<file path="src/rtl/axis_derivative_pkg.sv">
// Shared types and the saturation helper for the AXI-Stream derivative block.
package axis_derivative_pkg;

   typedef enum logic [0:0] {
      DIFF1 = 1'b0,
      DIFF5 = 1'b1
   } deriv_mode_e;

   localparam int unsigned MAX_DATA_W = 32;
   localparam int unsigned SAT_IN_W   = MAX_DATA_W + 3;

   typedef struct packed {
      logic                         sat;
      logic signed [MAX_DATA_W-1:0] val;
   } sat_res_t;

   // Clip a sign-extended full-precision value to a data_w-bit signed range.
   function automatic sat_res_t saturate(input logic signed [SAT_IN_W-1:0] v,
                                         input int unsigned                data_w);
      logic signed [SAT_IN_W-1:0] one;
      logic signed [SAT_IN_W-1:0] hi;
      logic signed [SAT_IN_W-1:0] lo;
      sat_res_t                   res;
      one     = SAT_IN_W'(1);
      hi      = (one <<< (data_w - 1)) - one;
      lo      = -(one <<< (data_w - 1));
      res.sat = 1'b0;
      res.val = v[MAX_DATA_W-1:0];
      if (v > hi) begin
         res.sat = 1'b1;
         res.val = hi[MAX_DATA_W-1:0];
      end else if (v < lo) begin
         res.sat = 1'b1;
         res.val = lo[MAX_DATA_W-1:0];
      end
      return res;
   endfunction

endpackage

</file>
<file path="src/rtl/deriv_hist_bank.sv">
// Per-channel sample delay line; tap 0 is x[n-1], tap DEPTH-1 is x[n-DEPTH].
module deriv_hist_bank #(
   parameter int unsigned DATA_W = 16,
   parameter int unsigned NUM_CH = 1,
   parameter int unsigned DEPTH  = 1,
   parameter int unsigned CH_W   = 1
) (
   input  logic                     clk,
   input  logic                     rst_n,
   input  logic                     wr_en,
   input  logic [CH_W-1:0]          ch,
   input  logic [DATA_W-1:0]        wr_data,
   output logic [DEPTH*DATA_W-1:0]  hist_c
);

   logic [DATA_W-1:0] hist_q [NUM_CH][DEPTH];
   logic [DATA_W-1:0] hist_d [NUM_CH][DEPTH];

   // Shift the addressed channel only; other channels hold.
   always_comb begin
      hist_d = hist_q;
      for (int unsigned c = 0; c < NUM_CH; c++) begin
         if (wr_en && (ch == CH_W'(c))) begin
            for (int unsigned t = DEPTH - 1; t > 0; t--) begin
               hist_d[c][t] = hist_q[c][t-1];
            end
            hist_d[c][0] = wr_data;
         end
      end
   end

   always_ff @(posedge clk or negedge rst_n) begin
      if (!rst_n) begin
         for (int unsigned c = 0; c < NUM_CH; c++) begin
            for (int unsigned t = 0; t < DEPTH; t++) begin
               hist_q[c][t] <= '0;
            end
         end
      end else begin
         hist_q <= hist_d;
      end
   end

   always_comb begin
      hist_c = '0;
      for (int unsigned c = 0; c < NUM_CH; c++) begin
         if (ch == CH_W'(c)) begin
            for (int unsigned t = 0; t < DEPTH; t++) begin
               hist_c[t*DATA_W +: DATA_W] = hist_q[c][t];
            end
         end
      end
   end

endmodule

</file>
<file path="src/rtl/axis_derivative.sv">
// Streaming per-channel derivative (first difference or five-point) with
// saturation, a single output register and AXI-Stream handshakes.
module axis_derivative
   import axis_derivative_pkg::*;
#(
   parameter  int unsigned DATA_W = 16,
   parameter  int unsigned NUM_CH = 1,
   parameter  int unsigned MODE   = 0,
   localparam int unsigned CH_W   = (NUM_CH > 1) ? $clog2(NUM_CH) : 1
) (
   input  logic              clk,
   input  logic              rst_n,
   input  logic              s_axis_tvalid,
   output logic              s_axis_tready,
   input  logic [DATA_W-1:0] s_axis_tdata,
   input  logic [CH_W-1:0]   s_axis_tuser,
   output logic              m_axis_tvalid,
   input  logic              m_axis_tready,
   output logic [DATA_W-1:0] m_axis_tdata,
   output logic [CH_W-1:0]   m_axis_tuser,
   output logic              sat_flag,
   output logic              ch_err
);

   localparam bit          IS_DIFF5 = (MODE == 32'(DIFF5));
   localparam int unsigned DEPTH    = IS_DIFF5 ? 4 : 1;
   localparam int unsigned FULL_W   = DATA_W + 3;

   logic                     m_valid_q, m_valid_d;
   logic [DATA_W-1:0]        m_data_q, m_data_d;
   logic [CH_W-1:0]          m_user_q, m_user_d;
   logic                     sat_q, sat_d;
   logic                     ch_err_q, ch_err_d;

   logic                     accept_c;
   logic                     ch_ok_c;
   logic                     wr_en_c;
   logic [DEPTH*DATA_W-1:0]  hist_c;
   logic signed [FULL_W-1:0] x_c;
   logic signed [FULL_W-1:0] full_c;
   sat_res_t                 sat_res_c;
   logic                     unused_c;

   assign s_axis_tready = !m_valid_q || m_axis_tready;
   assign accept_c      = s_axis_tvalid && s_axis_tready;
   assign ch_ok_c       = 32'(s_axis_tuser) < NUM_CH;
   assign wr_en_c       = accept_c && ch_ok_c;
   assign x_c           = FULL_W'($signed(s_axis_tdata));

   deriv_hist_bank #(
      .DATA_W (DATA_W),
      .NUM_CH (NUM_CH),
      .DEPTH  (DEPTH),
      .CH_W   (CH_W)
   ) u_hist (
      .clk     (clk),
      .rst_n   (rst_n),
      .wr_en   (wr_en_c),
      .ch      (s_axis_tuser),
      .wr_data (s_axis_tdata),
      .hist_c  (hist_c)
   );

   // Full-precision derivative; the >>> on a signed value floors toward -inf.
   if (IS_DIFF5) begin : g_diff5
      logic signed [FULL_W-1:0] h1_c, h3_c, h4_c, sum_c;
      logic                     unused_tap_c;
      assign h1_c         = FULL_W'($signed(hist_c[0        +: DATA_W]));
      assign h3_c         = FULL_W'($signed(hist_c[2*DATA_W +: DATA_W]));
      assign h4_c         = FULL_W'($signed(hist_c[3*DATA_W +: DATA_W]));
      assign sum_c        = (x_c <<< 1) + h1_c - h3_c - (h4_c <<< 1);
      assign full_c       = sum_c >>> 3;
      assign unused_tap_c = ^hist_c[DATA_W +: DATA_W];
   end else begin : g_diff1
      assign full_c = x_c - FULL_W'($signed(hist_c));
   end

   assign sat_res_c = saturate(SAT_IN_W'(full_c), DATA_W);
   assign unused_c  = ^sat_res_c;

   always_comb begin
      m_valid_d = m_valid_q;
      m_data_d  = m_data_q;
      m_user_d  = m_user_q;
      sat_d     = sat_q;
      ch_err_d  = ch_err_q;
      if (m_axis_tready) begin
         m_valid_d = 1'b0;
      end
      if (wr_en_c) begin
         m_valid_d = 1'b1;
         m_data_d  = sat_res_c.val[DATA_W-1:0];
         m_user_d  = s_axis_tuser;
         sat_d     = sat_q | sat_res_c.sat;
      end
      // Out-of-range channel is swallowed: no output, no history update.
      if (accept_c && !ch_ok_c) begin
         ch_err_d = 1'b1;
      end
   end

   always_ff @(posedge clk or negedge rst_n) begin
      if (!rst_n) begin
         m_valid_q <= 1'b0;
         m_data_q  <= '0;
         m_user_q  <= '0;
         sat_q     <= 1'b0;
         ch_err_q  <= 1'b0;
      end else begin
         m_valid_q <= m_valid_d;
         m_data_q  <= m_data_d;
         m_user_q  <= m_user_d;
         sat_q     <= sat_d;
         ch_err_q  <= ch_err_d;
      end
   end

   assign m_axis_tvalid = m_valid_q;
   assign m_axis_tdata  = m_data_q;
   assign m_axis_tuser  = m_user_q;
   assign sat_flag      = sat_q;
   assign ch_err        = ch_err_q;

endmodule
</file>
<file path="config.mk">
export PLATFORM = sky130hd
export DESIGN_NAME = axis_derivative
export DESIGN_NICKNAME = d
export VERILOG_FILES = /design/src/rtl/axis_derivative_pkg.sv /design/src/rtl/deriv_hist_bank.sv /design/src/rtl/axis_derivative.sv
export SDC_FILE = /design/constraint.sdc
export NUM_CORES = 1
export LEC_CHECK = 0
export BUFFER_PORTS_ARGS = -buffer_cell sky130_fd_sc_hd__buf_4
export CORE_MARGIN = 3
export CORE_UTILIZATION = 30
export CTS_CLUSTER_SIZE = 12
export DETAILED_ROUTE_END_ITERATION = 8
export SETUP_SLACK_MARGIN = 0.1
export SYNTH_ARGS = -nofsm -noshare
export SYNTH_HDL_FRONTEND = slang
export SYNTH_SLANG_ARGS = --single-unit
export TNS_END_PERCENT = 50
</file>
<file path="constraint.sdc">
create_clock -name clk -period 3.9 [get_ports clk]
set_clock_uncertainty 0.05 [all_clocks]
set_input_delay 0.78 -clock clk [delete_from_list [all_inputs] [get_ports clk]]
set_output_delay 0.78 -clock clk [all_outputs]
set_load 0.03 [all_outputs]
</file>
==> flow_results.org, run 1 <==
** Outcome
- Outcome :: finished clean

** Synthesis
- Total of warnings raised by yosys :: 0
- Fraction of the mapped netlist area in compound gates :: 0.243
- Multiplexer area fraction after synthesis :: 0.00388
- Counting flops with an async set or reset pin after synthesis yields a share of 1.00.
- Post-Synthesis Cells :: 304
- Summing every instance area after synthesis gives 2580 um^2.
- Post-synthesis xor/xnor area fraction :: 0.0272
- Syn_area_per_cell :: 8.49 um^2
- Top FF cell, synth :: sky130_fd_sc_hd__dfrtp_1
- Counting every net in the synthesized netlist gives 342.
- Count of unique library cells instantiated by Yosys :: 52
- Of the total synthesized cell area, the portion taken by AND, OR, NAND and NOR gates is 0.253.
- In this run, synthesis produced a sequential element count of 36.
- Share of synthesized area occupied by flip-flops and latches :: 0.349
- Of the total synthesized cell area, the portion taken by full adders, half adders and majority gates is 0.0854.
- EDFF count, synth :: 0
- After synthesis, the largest family of logic cells by area is simple AND/OR/NAND/NOR gates.

** Die
- Site row count :: 33
- Die ar. :: 9750 um^2
- In this run the vertical extent of the chip is 98.7 um.
- During I/O placement, the number of pins put on the boundary was 42.
- The core region is 8300 um^2.
- Initial Utilization :: 0.311
- Die X-Extent :: 98.7 um

** Clocking
- The cell sitting at the root of the clock tree is a sky130_fd_sc_hd__clkbuf_8.
- After clock tree synthesis, the repair step resized 0 gates.
- Clock transition time at the flip-flop clock pins of the worst setup and hold paths :: 70 ps
- Sink count of the clock tree :: 36
- CTS HTree Levels :: 2
- # Post-CTS Setup Buffers :: 0
- The number of hold buffers added after CTS was 0.
- Clock insertion delay at the later pin of the skew report :: 280 ps
- TritonCTS built the clock tree.
- Number of CTS-inserted buffers :: 5
- No sink is reached through more buffers than the 2 on the longest clock path.

** Placed design
- Number of input and output port buffers inserted :: 41
- Cell area reported after detailed placement :: 2960 um^2
- Detailed placement finished with a half-perimeter wire length of 4710 um.
- Routability-driven placement finished with a final weighted congestion of 0.900.

** Global route
- Aggregate global routing overflow :: 0
- The first global-routing pass estimated 10,900 um of wire.
- Gr usage total :: 0.135
- The number of antenna violations at the first check in global routing is 0.
- The via count of the first global-routing pass came to 2,270.
- Entering global routing, the biggest net connects 37 pins.

** Cells and area
- In the final layout, the multi-input gates occupy 1580 um^2.
- Most common cell after layout, fill and taps aside :: sky130_fd_sc_hd__nand2_1
- Nets :: 377
- Count of filler cells inserted in the layout :: 878
- Compared with the post-synthesis result, the final layout area differs by 17.7%.
- Most used cells in the layout excluding fill and tap cells :: 61 x sky130_fd_sc_hd__nand2_1, 42 x sky130_fd_sc_hd__buf_4, 36 x sky130_fd_sc_hd__dfrtp_1, 19 x sky130_fd_sc_hd__nand2b_1, 19 x sky130_fd_sc_hd__o211ai_1
- Antenna diodes :: 0
- Fraction of final layout cells with drive strength greater than 1 :: 0.174
- Summing all non-filler instances in the final layout gives an area of 3040 um^2.
- Storage element area :: 901 um^2

** Power and ir drop
- Share of total power in combinational logic :: 0.465
- LEAKAGE :: 0.00134 uW
- Switching power :: 584 uW
- Internal power :: 832 uW
- Across the VDD grid, the largest voltage drop is 0.000129 V.
- Of the total power, registers draw 0.356.
- Of the total power, the share spent switching nets is 0.413.
- Areal power density over the cells :: 467 nW/um^2
- Clk network pwr share :: 0.178

** Timing
- At the pin with the least slew margin, the transition time is 588 ps.
- Setup repair after global routing missed its margin :: no
- The worst pin sits at a relative slew slack of 0.608.
- Final hold vios :: 0
- FMAX :: 311 MHz
- The worst path in the final design needs a cycle of 3210 ps, including I/O delays and setup.
- Share of the clock period used by the worst path after layout :: 0.823
- Across all hold checks on the routed design, the worst slack comes to 398 ps.
- The max-slew violation total from the final report is 0.
- Final number of setup-violating endpoints :: 0
- Setup Total Neg Slack :: 0 ps

** Min path
- Class of the tightest hold or removal check :: in2async

** Drt
- Average via count per standard cell :: 5.11
- Residual antenna-violating net count after detailed routing :: 0
- Iteration-0 DRC count of the detailed router :: 90
- In the final routed layout, each cell accounts on average for 14.1 um.
- Detailed routing inserted a total of 2,267 vias.
- Before antenna repair, the detailed router went through 4 iterations.
- Wires add up to 6280 um.
- After detailed routing, the number of remaining DRC violations is 0.

** Critical path
- On the critical path, the stage with the largest delay is an instance of sky130_fd_sc_hd__nor3_4.
- STA classifies the critical path startpoint as a primary input.
- In this run the critical register-to-register path is captured at m_axis_tdata[12].
- In this run the critical register-to-register path is launched from u_hist.hist_q[0].
- At the worst endpoint, the arrival time is 3330 ps.
- Worst path max stage delay :: 500 ps
- The worst register-to-register path has a depth of 10.
- STA classifies the critical path endpoint as a flip-flop.
- Of all nets on the critical path, the largest fanout is 19.
- Flop-to-flop setup slack :: 1000 ps
- Worst setup path category :: in2reg
- Walking the worst path, the cells encountered are buf_4 -> nand2b_1 -> ha_1 -> a2111o_1 -> o21a_1 -> o21a_4 -> nor3_4 -> a211oi_1 -> o31a_1.
- Data required time of the critical path :: 4020 ps

** Run
- Max-cap violations in this run came to 0.
==> critical path, delay by kind of cell <==
| family | cells | cell delay [ps] |
|---|---|---|
| AO/OA/AOI/OAI | 5 | 1370 |
| adder cells (fa/ha/maj) | 1 | 360 |
| buffers and inverters | 1 | 170 |
| AND/OR/NAND/NOR | 2 | 660 |
==> registers in the layout, summed over array words and instances (netlist names) <==
name           count
m_axis_tvalid      1
m_axis_tdata      16
m_axis_tuser       1
sat_flag           1
u_hist.hist_q     16
ch_err             1
==> cell type report <==
type | count | share of cell area
repair buffers | 42 | 0.104
clock buffers | 6 | 0.0239
clock inverters | 1 | 0.00165
inverters | 8 | 0.00989
multi-input cells | 246 | 0.521
well taps | 105 | 0.0433
flip-flops and latches | 36 | 0.297
==> synth_stat cells, drive strengths merged, types with 2 or more instances <==
cell / instances / area share
a211oi: 13 / 0.040
a21o: 6 / 0.017
a21oi: 12 / 0.028
a31oi: 2 / 0.0048
and2: 2 / 0.0048
and3: 3 / 0.0073
and3b: 2 / 0.0068
buf: 6 / 0.015
clkbuf: 8 / 0.012
dfrtp: 36 / 0.35
ha: 16 / 0.078
inv: 7 / 0.010
nand2: 61 / 0.089
nand2b: 19 / 0.046
nand3: 9 / 0.017
nand3b: 2 / 0.0058
nor2: 16 / 0.023
nor2b: 4 / 0.0097
nor3: 7 / 0.020
o2111ai: 2 / 0.0068
o211ai: 19 / 0.055
o21a: 7 / 0.023
o21ai: 15 / 0.032
o31a: 2 / 0.0068
or2: 3 / 0.0073
or3: 3 / 0.0073
xnor2: 6 / 0.020
xor2: 2 / 0.0068
==> through the flow <==
| step | power (uW) | cells | utilization | setup WS [ps] |
|---|---|---|---|---|
| 3_3_place_gp | 1160 | 437 | 0.356 | 487 |
| 2_1_floorplan | 968 | 304 | - | 667 |
| 6_report | 1420 | 444 | 0.366 | 689 |
| 3_5_place_dp | 1170 | 437 | 0.356 | 392 |
| 4_1_cts | 1440 | 444 | 0.366 | 694 |
| 5_1_grt | 1530 | 444 | 0.366 | 498 |
==> logic make-up after synthesis <==
kind of cell / after synthesis
compound gates: 86
buf+inv: 22
mux: 1
fa+ha+maj: 17
flops: 36
xor+xnor: 8
simple gates: 134
==> routing by layer <==
layer  GRT usage  wire length [um]  up-vias
met5           0                 0        -
met4      0.0399                57        0
met3      0.0311               220        6
met2       0.203              2790       41
met1       0.192              3210     1066
li1            -                 -     1154
==> worst max path at each step <==
stage / startpoint / endpoint / slack [ps] / cells after the start
2_1_floorplan: s_axis_tuser / m_axis_tdata[12] / 670 / 10
3_3_place_gp: s_axis_tuser / m_axis_tdata[12] / 490 / 9
3_5_place_dp: s_axis_tuser / m_axis_tdata[12] / 390 / 9
4_1_cts: s_axis_tuser / m_axis_tdata[12] / 690 / 9
5_1_grt: s_axis_tuser / m_axis_tdata[12] / 500 / 10
6_report: s_axis_tuser / m_axis_tdata[12] / 690 / 9
==> power groups by stage <==
stage	combinational (uW)	clock (uW)	sequential [uW]
2_1_floorplan	342	0	626
3_3_place_gp	654	0	510
3_5_place_dp	660	0	513
4_1_cts	663	266	506
5_1_grt	727	286	518
6_report	659	252	505
(Power assumes the default switching activity.)
==> run 2: changes to the inputs <==
Clock period 3.9 ns to 2.85 ns, I/O delays scaled along.
==> run 2 against run 1 <==
  * Register-to-register slack worse by 760 ps
  * Die area unchanged
  * Flip-flop and latch count unchanged
  * Sequential share of layout area down 3.9 points
  * First-iteration DRC count up 37%
  * Non-clock buffer count up 38
  * Critical path type unchanged
  * Largest cell class unchanged
==> flow_results.org, run 2 (synthesized netlist as in run 1, its figures left out) <==
** Power and ir drop
- The worst voltage drop across the vdd grid came to 0.000230 V (+78%).
- Areal power density over the cells :: 638 nW/um^2 (+37%)
- LEAKAGE :: 0.00157 uW (+17%)

** Die
- Top Ports :: 42 (unchanged)
- Initial Utilization :: 0.311 (unchanged)
- Die X-Extent :: 98.7 um (unchanged)
- The chip height is 98.7 um (unchanged).
- Site row count :: 33 (unchanged)
- Die ar. :: 9750 um^2 (unchanged)
- The core area is 8300 um^2 (unchanged).

** Cells and area
- Fraction of final layout cells with drive strength greater than 1 :: 0.309 (+0.135)
- Antenna diodes :: 0 (unchanged)
- Finished Core Util :: 0.421 (+0.0555)
- The number of non-filler instances in the completed layout came to 484 (+9.0%).
- The library cell used most frequently in the layout, excluding fill and tap cells, is sky130_fd_sc_hd__buf_4.
- Count of filler cells inserted in the layout :: 858 (-2.3%)
- The number of nets in the final layout is 416 (+10%).
- The area of combinational cells with multiple inputs is 1720 um^2 (+8.7%).
- Synth-to-layout area growth :: 35.5%
- In the layout the commonest cells are 79 x sky130_fd_sc_hd__buf_4, 61 x sky130_fd_sc_hd__nand2_1, 36 x sky130_fd_sc_hd__dfrtp_1, 19 x sky130_fd_sc_hd__o211ai_1, 17 x sky130_fd_sc_hd__nand2b_1.
- Post-route cell area :: 3500 um^2 (+15%)
- The combined flip-flop and latch cell area was 901 um^2 (unchanged).

** Placed design
- The routability-driven placement congestion ratio came to 0.835 (-7.2%).
- Placed Cells incl. Taps :: 475 (+8.7%)
- The worst slack at placement was -176 ps (-568 ps).
- The half-perimeter wire length of the detailed placement result is 5220 um (+11%).
- Cell area reported after detailed placement :: 3360 um^2 (+14%)
- Number of input and output port buffers inserted :: 41 (unchanged)

** Timing
- In the finished design, the share of the clock period the worst path needs comes to 0.923.
- The slew at the pin closest to its max-slew limit is 468 ps (-120 ps).
- The max-slew violation total from the final report came to 0 (unchanged).
- Shortest clock period the worst path allows after layout :: 2630 ps
- The worst-case setup margin in the final layout was 220 ps (-469 ps).
- The total setup violations reported at the end of the flow came to 0 (unchanged).
- Setup repair after global routing missed its margin :: yes
- The number of hold violations in the final report is 0 (unchanged).
- Derived from the worst setup path, the maximum achievable clock frequency is 380 MHz.
- The headroom to the max-slew limit came to 0.688 (+0.0799).

** Critical path
- Type of destination of the critical path :: flip-flop
- Worst setup path category :: in2reg
- The worst endpoint data arrival time is 2760 ps (-570 ps).
- Crit-path max FO :: 17 (-2)
- STA classifies the critical path startpoint as a primary input.
- The endpoint required time on the critical path came to 2980 ps (-1040 ps).

** Clocking
- The clock latency of the later-clocked register in the worst-skew pair was 300 ps (+20 ps).
- Clock transition time at the flip-flop clock pins of the worst setup and hold paths :: 80 ps (about the same)
- Sink count of the clock tree :: 36 (unchanged)
- TritonCTS built the clock tree.
- The root buffer cell chosen for the clock tree is sky130_fd_sc_hd__clkbuf_8.
- The maximum number of buffers from clock root to sink is 2 (unchanged).
- Hold buffers post-CTS :: 0 (unchanged)
- The number of buffers inserted during clock tree synthesis came to 5 (unchanged).
- # Post-CTS Setup Buffers :: 0 (unchanged)
- CTS HTree Levels :: 2 (unchanged)

** Drt
- The mean routed wirelength per cell is 14.2 um (+0.77%).
- Iteration-0 DRC count of the detailed router :: 123 (+37%)
- The post-detailed-route count of antenna-violating nets is 0 (unchanged).
- Overall routed net length :: 6900 um (+9.8%)
- The detailed-route vias per instance was 5.07 (-0.78%).
- Total vias in the final route :: 2,452 (+8.2%)
- The number of iterations in the first detailed-routing pass came to 4 (unchanged).
- Detailed-route DRC error count :: 0 (unchanged)

** Run
- Max-cap violations :: 0 (unchanged)

** Global route
- First-pass GRT wire length :: 11,200 um (+3.1%)
- Vias in the first global route :: 2,314 (+1.9%)
- The number of antenna violations at the first check in global routing was 0 (unchanged).
- The total congestion overflow was 0 (unchanged).
- The aggregate global-route resource usage was 0.142 (+0.00706).
- Maximum number of pins on one net before global-route repair :: 37 (unchanged)

** Outcome
- Outcome :: finished clean

** Min path
- Class of the tightest hold or removal check :: in2async
-- run 2: cell count changes in the layout (fill, tap and decap cells not counted), moves of 3 or more --
cell,before,now
sky130_fd_sc_hd__a21oi_2,0,3
sky130_fd_sc_hd__ha_1,16,12
sky130_fd_sc_hd__ha_4,0,3
sky130_fd_sc_hd__buf_4,42,79
-- run 2: what timing repair did --
| item | CTS | global route |
|---|---|---|
| resized for setup | 0 | 5 |
| endpoints found under the hold margin | 0 | 0 |
| setup endpoints to repair | 0 | 16 |
-- run 2: metrics by stage --
stage                     hold WS (ps)  power (uW)  setup TNS, ps
after floorplan                    224        1380              0
after global placement             406        1750          -1390
after detailed placement           412        1770          -1960
after CTS                          191        2240              0
after global routing               207        2390              0
final                              174        2230              0
-- run 2: power breakdown --
part,internal (uW),switching [uW]
clock network,259,205
registers,628,66.9
logic,463,609
-- run 2: path summary, 6_finish.rpt --
| path | from | end | slack [ps] | cells past startpoint |
|---|---|---|---|---|
| setup / recovery | s_axis_tuser | m_axis_tdata[12] | 220 | 11 |
| hold / removal | rst_n | u_hist.hist_q[6] | 170 | 1 |
| setup reg to reg | u_hist.hist_q[0] | m_axis_tdata[14] | 240 | 12 |
| hold reg to reg | u_hist.hist_q[8] | u_hist.hist_q[8] | 430 | 2 |
| max in group asynchronous | rst_n | m_axis_tdata[6] | 2250 | 1 |
| min in group clk | s_axis_tdata[10] | u_hist.hist_q[10] | 430 | 3 |
-- run 2: per-layer routing --
layer  wire length (um)  global-route usage  vias up  share of wire
li1                   -                   -     1231              -
met1               3210               0.198     1157           0.46
met2               3230               0.223       55           0.47
met3                373              0.0318        9          0.054
met4                 83              0.0378        0          0.012
met5                  0                   0        -              0
-- run 2: area by class of cell --
class | instances | share of cell area
Clock buffer | 5 | 0.0197
Clock inverter | 3 | 0.0122
Inverter | 8 | 0.00859
Multi-Input combinational cell | 247 | 0.491
Sequential cell | 36 | 0.258
Tap cell | 105 | 0.0376
Timing Repair Buffer | 80 | 0.173
-- run 2: critical path, stage by stage --
cell	delay, ps
sky130_fd_sc_hd__buf_6	130
sky130_fd_sc_hd__nand2b_1	140
sky130_fd_sc_hd__ha_1	310
sky130_fd_sc_hd__nor2b_2	180
sky130_fd_sc_hd__o31a_1	270
sky130_fd_sc_hd__o21a_2	240
sky130_fd_sc_hd__o21a_4	240
sky130_fd_sc_hd__nor3_4	160
sky130_fd_sc_hd__buf_4	190
sky130_fd_sc_hd__a211oi_1	50
sky130_fd_sc_hd__o31a_1	270
==> run 3: changes to the inputs <==
Settings changed: MAX_ROUTING_LAYER set to met4.
Clock period 2.85 ns to 2.76 ns, I/O delays scaled along.
==> run 3 against run 2 <==
  * Clock power increased by 3%
  * Sequential share of layout area is 0.82 points lower
  * Count of clock-buffer cells in the layout increased by 1
  * Cell area is 3.3% higher
==> flow_results.org, run 3 (synthesized netlist as in run 1, its figures left out) <==
** Drt
- Detailed-route DRC error count :: 0 (unchanged)
- Length of the first detailed-routing pass in iterations :: 4 (unchanged)
- The mean routed wirelength per cell came to 14.1 um (-1.4%).
- Average via count per standard cell :: 5.00 (-1.2%)
- The aggregate routed wire length is 6820 um (-1.2%).
- The post-detailed-route count of antenna-violating nets is 0 (unchanged).
- Iteration-0 DRC count of the detailed router :: 87 (-29%)
- The detailed-route via count is 2,427 (-1.0%).

** Critical path
- Data required time of the critical path :: 2930 ps (-50 ps)
- The slowest stage of the critical path belongs to the cell sky130_fd_sc_hd__a211o_4.
- Walking the worst path, the cells encountered are buf_4 -> nand2b_4 -> ha_1 -> nor2b_1 -> o31ai_2 -> a21oi_2 -> a211o_4 -> a21oi_4 -> buf_4 -> a211oi_1 -> nor3_2.
- Type of origin of the critical path :: primary input
- In this design, the critical path's most frequently occurring cell is sky130_fd_sc_hd__buf_4.
- The maximum cell stage delay along the critical path was 380 ps (+70 ps).
- Type of destination of the critical path :: flip-flop
- The worst endpoint data arrival time came to 2770 ps (about the same).
- Crit-path max FO :: 14 (-3)
- Worst setup path category :: in2reg

** Cells and area
- Most used cells in the layout excluding fill and tap cells :: 80 x sky130_fd_sc_hd__buf_4, 61 x sky130_fd_sc_hd__nand2_1, 36 x sky130_fd_sc_hd__dfrtp_1, 19 x sky130_fd_sc_hd__o211ai_1
- Antenna diodes :: 0 (unchanged)
- Synth-to-layout area growth :: 40.0%
- Leaving out fill and tap cells, the most frequent cell in the layout is sky130_fd_sc_hd__buf_4.
- The number of nets in the final layout was 417 (+0.24%).
- Fraction of final layout cells with drive strength greater than 1 :: 0.345 (+0.0360)
- The final design utilization came to 0.435 (+0.0139).

** Power and ir drop
- Switching power :: 912 uW (+3.5%)
- Reg power frac :: 0.307 (-0.004)
- The combinational share of power is 0.488 (+0.007).
- Clk network pwr share :: 0.205 (-0.003)
- The fraction of power spent switching nets was 0.391 (-0.00376).
- The areal power density over the cells was 645 nW/um^2 (+1.2%).
- Power Total :: 2330 uW (+4.5%)
- The internal power of the cells is 1420 uW (+5.2%).
- The worst voltage drop across the vdd grid was 0.000283 V (+23%).
- LEAKAGE :: 0.00160 uW (+1.4%)

** Placed design
- The count of buffers from port buffering was 41 (unchanged).
- The routability-driven placement congestion ratio was 0.878 (+5.1%).
- The worst slack at placement came to -210 ps (-33.6 ps).
- The half-perimeter wire length of the detailed placement result is 5220 um (about the same).

** Global route
- Vias in the first global route :: 2,347 (+1.4%)
- Aggregate global routing overflow :: 0 (unchanged)
- Gr usage total :: 0.148 (+0.00593)
- The wire length of the first global-routing pass was 11,400 um (+1.4%).
- Number of antenna violations at the first check in global routing :: 0 (unchanged)
- The pin count of the biggest net entering global routing is 37 (unchanged).

** Clocking
- Sink count of the clock tree :: 36 (unchanged)
- Root Driver :: sky130_fd_sc_hd__clkbuf_8
- Hold buffers post-CTS :: 0 (unchanged)
- The CTS H-tree depth is 2 (unchanged).
- Clock transition time at the flip-flop clock pins of the worst setup and hold paths :: 80 ps (about the same)
- The maximum number of buffers from clock root to sink was 2 (unchanged).
- Clock insertion delay at the later pin of the skew report :: 300 ps (about the same)
- The number of buffers inserted during clock tree synthesis was 5 (unchanged).
- TritonCTS built the clock tree.

** Timing
- The headroom to the max-slew limit came to 0.686 (-0.00162).
- The total setup violations reported at the end of the flow is 0 (unchanged).
- The slew at the pin closest to its max-slew limit came to 471 ps (+2.44 ps).
- Setup Total Neg Slack :: 0 ps (unchanged)
- Worst setup slack after layout :: 159 ps (-60.8 ps)
- FMAX :: 384 MHz
- Final hold vios :: 0 (unchanged)
- In the finished design, the share of the clock period the worst path needs comes to 0.942.
- Shortest clock period the worst path allows after layout :: 2600 ps
- The max-slew violation total from the final report was 0 (unchanged).
- Setup repair after global routing missed its margin :: yes

** Die
- Top Ports :: 42 (unchanged)
- The width of the die was 98.7 um (unchanged).
- Initial Utilization :: 0.311 (unchanged)
- Overall die height :: 98.7 um (unchanged)
- The core area was 8300 um^2 (unchanged).
- The site row count came to 33 (unchanged).
- The total die area is 9750 um^2 (unchanged).

** Run
- The total of max-cap violations is 0 (unchanged).

** Min path
- Class of the tightest hold or removal check :: in2async

** Outcome
- Outcome :: finished clean
==> run 3: cell types whose count changed in the layout (fill, tap and decap cells not counted), sizes merged <==
| cell | delta |
|---|---|
| a21oi | -1 |
| clkinvlp | -1 |
| buf | +2 |
| clkbuf | +1 |
==> run 3: layout make-up <==
| type | instances | area, um^2 |
|---|---|---|
| inverter | 8 | 30.0 |
| timing repair buffer | 82 | 632 |
| fill | 819 | 4690 |
| clock buffer | 6 | 72.6 |
| sequential | 36 | 901 |
| clock inverter | 2 | 35.0 |
| multi-input combinational | 246 | 1810 |
| tap | 105 | 131 |
==> run 3: metrics by stage <==
stage	hold slack [ps]	instances	cell area, um^2
5_1_grt	189	485	3610
4_1_cts	174	484	3490
3_5_place_dp	408	475	3370
2_1_floorplan	206	304	2740
3_3_place_gp	405	475	3370
6_report	159	485	3610
==> run 3: what timing repair did <==
action,4_1_cts,5_1_grt
setup endpoints to repair,2,16
pin swaps,1,6
resized for setup,1,20
setup buffers,1,1
==> run 3: power by group through the flow <==
stage	clock network, uW	registers [uW]	logic [uW]
after detailed placement	0	726	1090
after CTS	488	716	1110
after global placement	0	723	1080
final	479	714	1140
after global routing	520	735	1240
after floorplan	0	887	540
==> run 3: worst max-delay path, delay by kind of cell <==
family	cells	cell delay, ps
AOI/OAI and AO/OA	5	1140
buffers and inverters	2	340
adders and majority gates	1	260
and+or+nand+nor	3	480
==> run 3: final timing paths <==
path | start | end | slack (ps) | cells after the start
min in group clk | s_axis_tdata[9] | u_hist.hist_q[9] | 400 | 3
worst min register to register | u_hist.hist_q[13] | u_hist.hist_q[13] | 420 | 2
worst max-delay path | s_axis_tuser | m_axis_tdata[14] | 160 | 11
worst min-delay path | rst_n | u_hist.hist_q[4] | 160 | 1
max in group asynchronous | rst_n | u_hist.hist_q[14] | 2170 | 1
worst max register to register | u_hist.hist_q[0] | m_axis_tdata[1] | 240 | 11
==> run 3: per-layer routing <==
metal	vias to the layer above	track usage	wire [um]
met5	-	-	0
met4	0	0.0347	48
met3	6	0.0304	393
met2	54	0.226	3080
met1	1128	0.202	3290
li1	1239	-	-
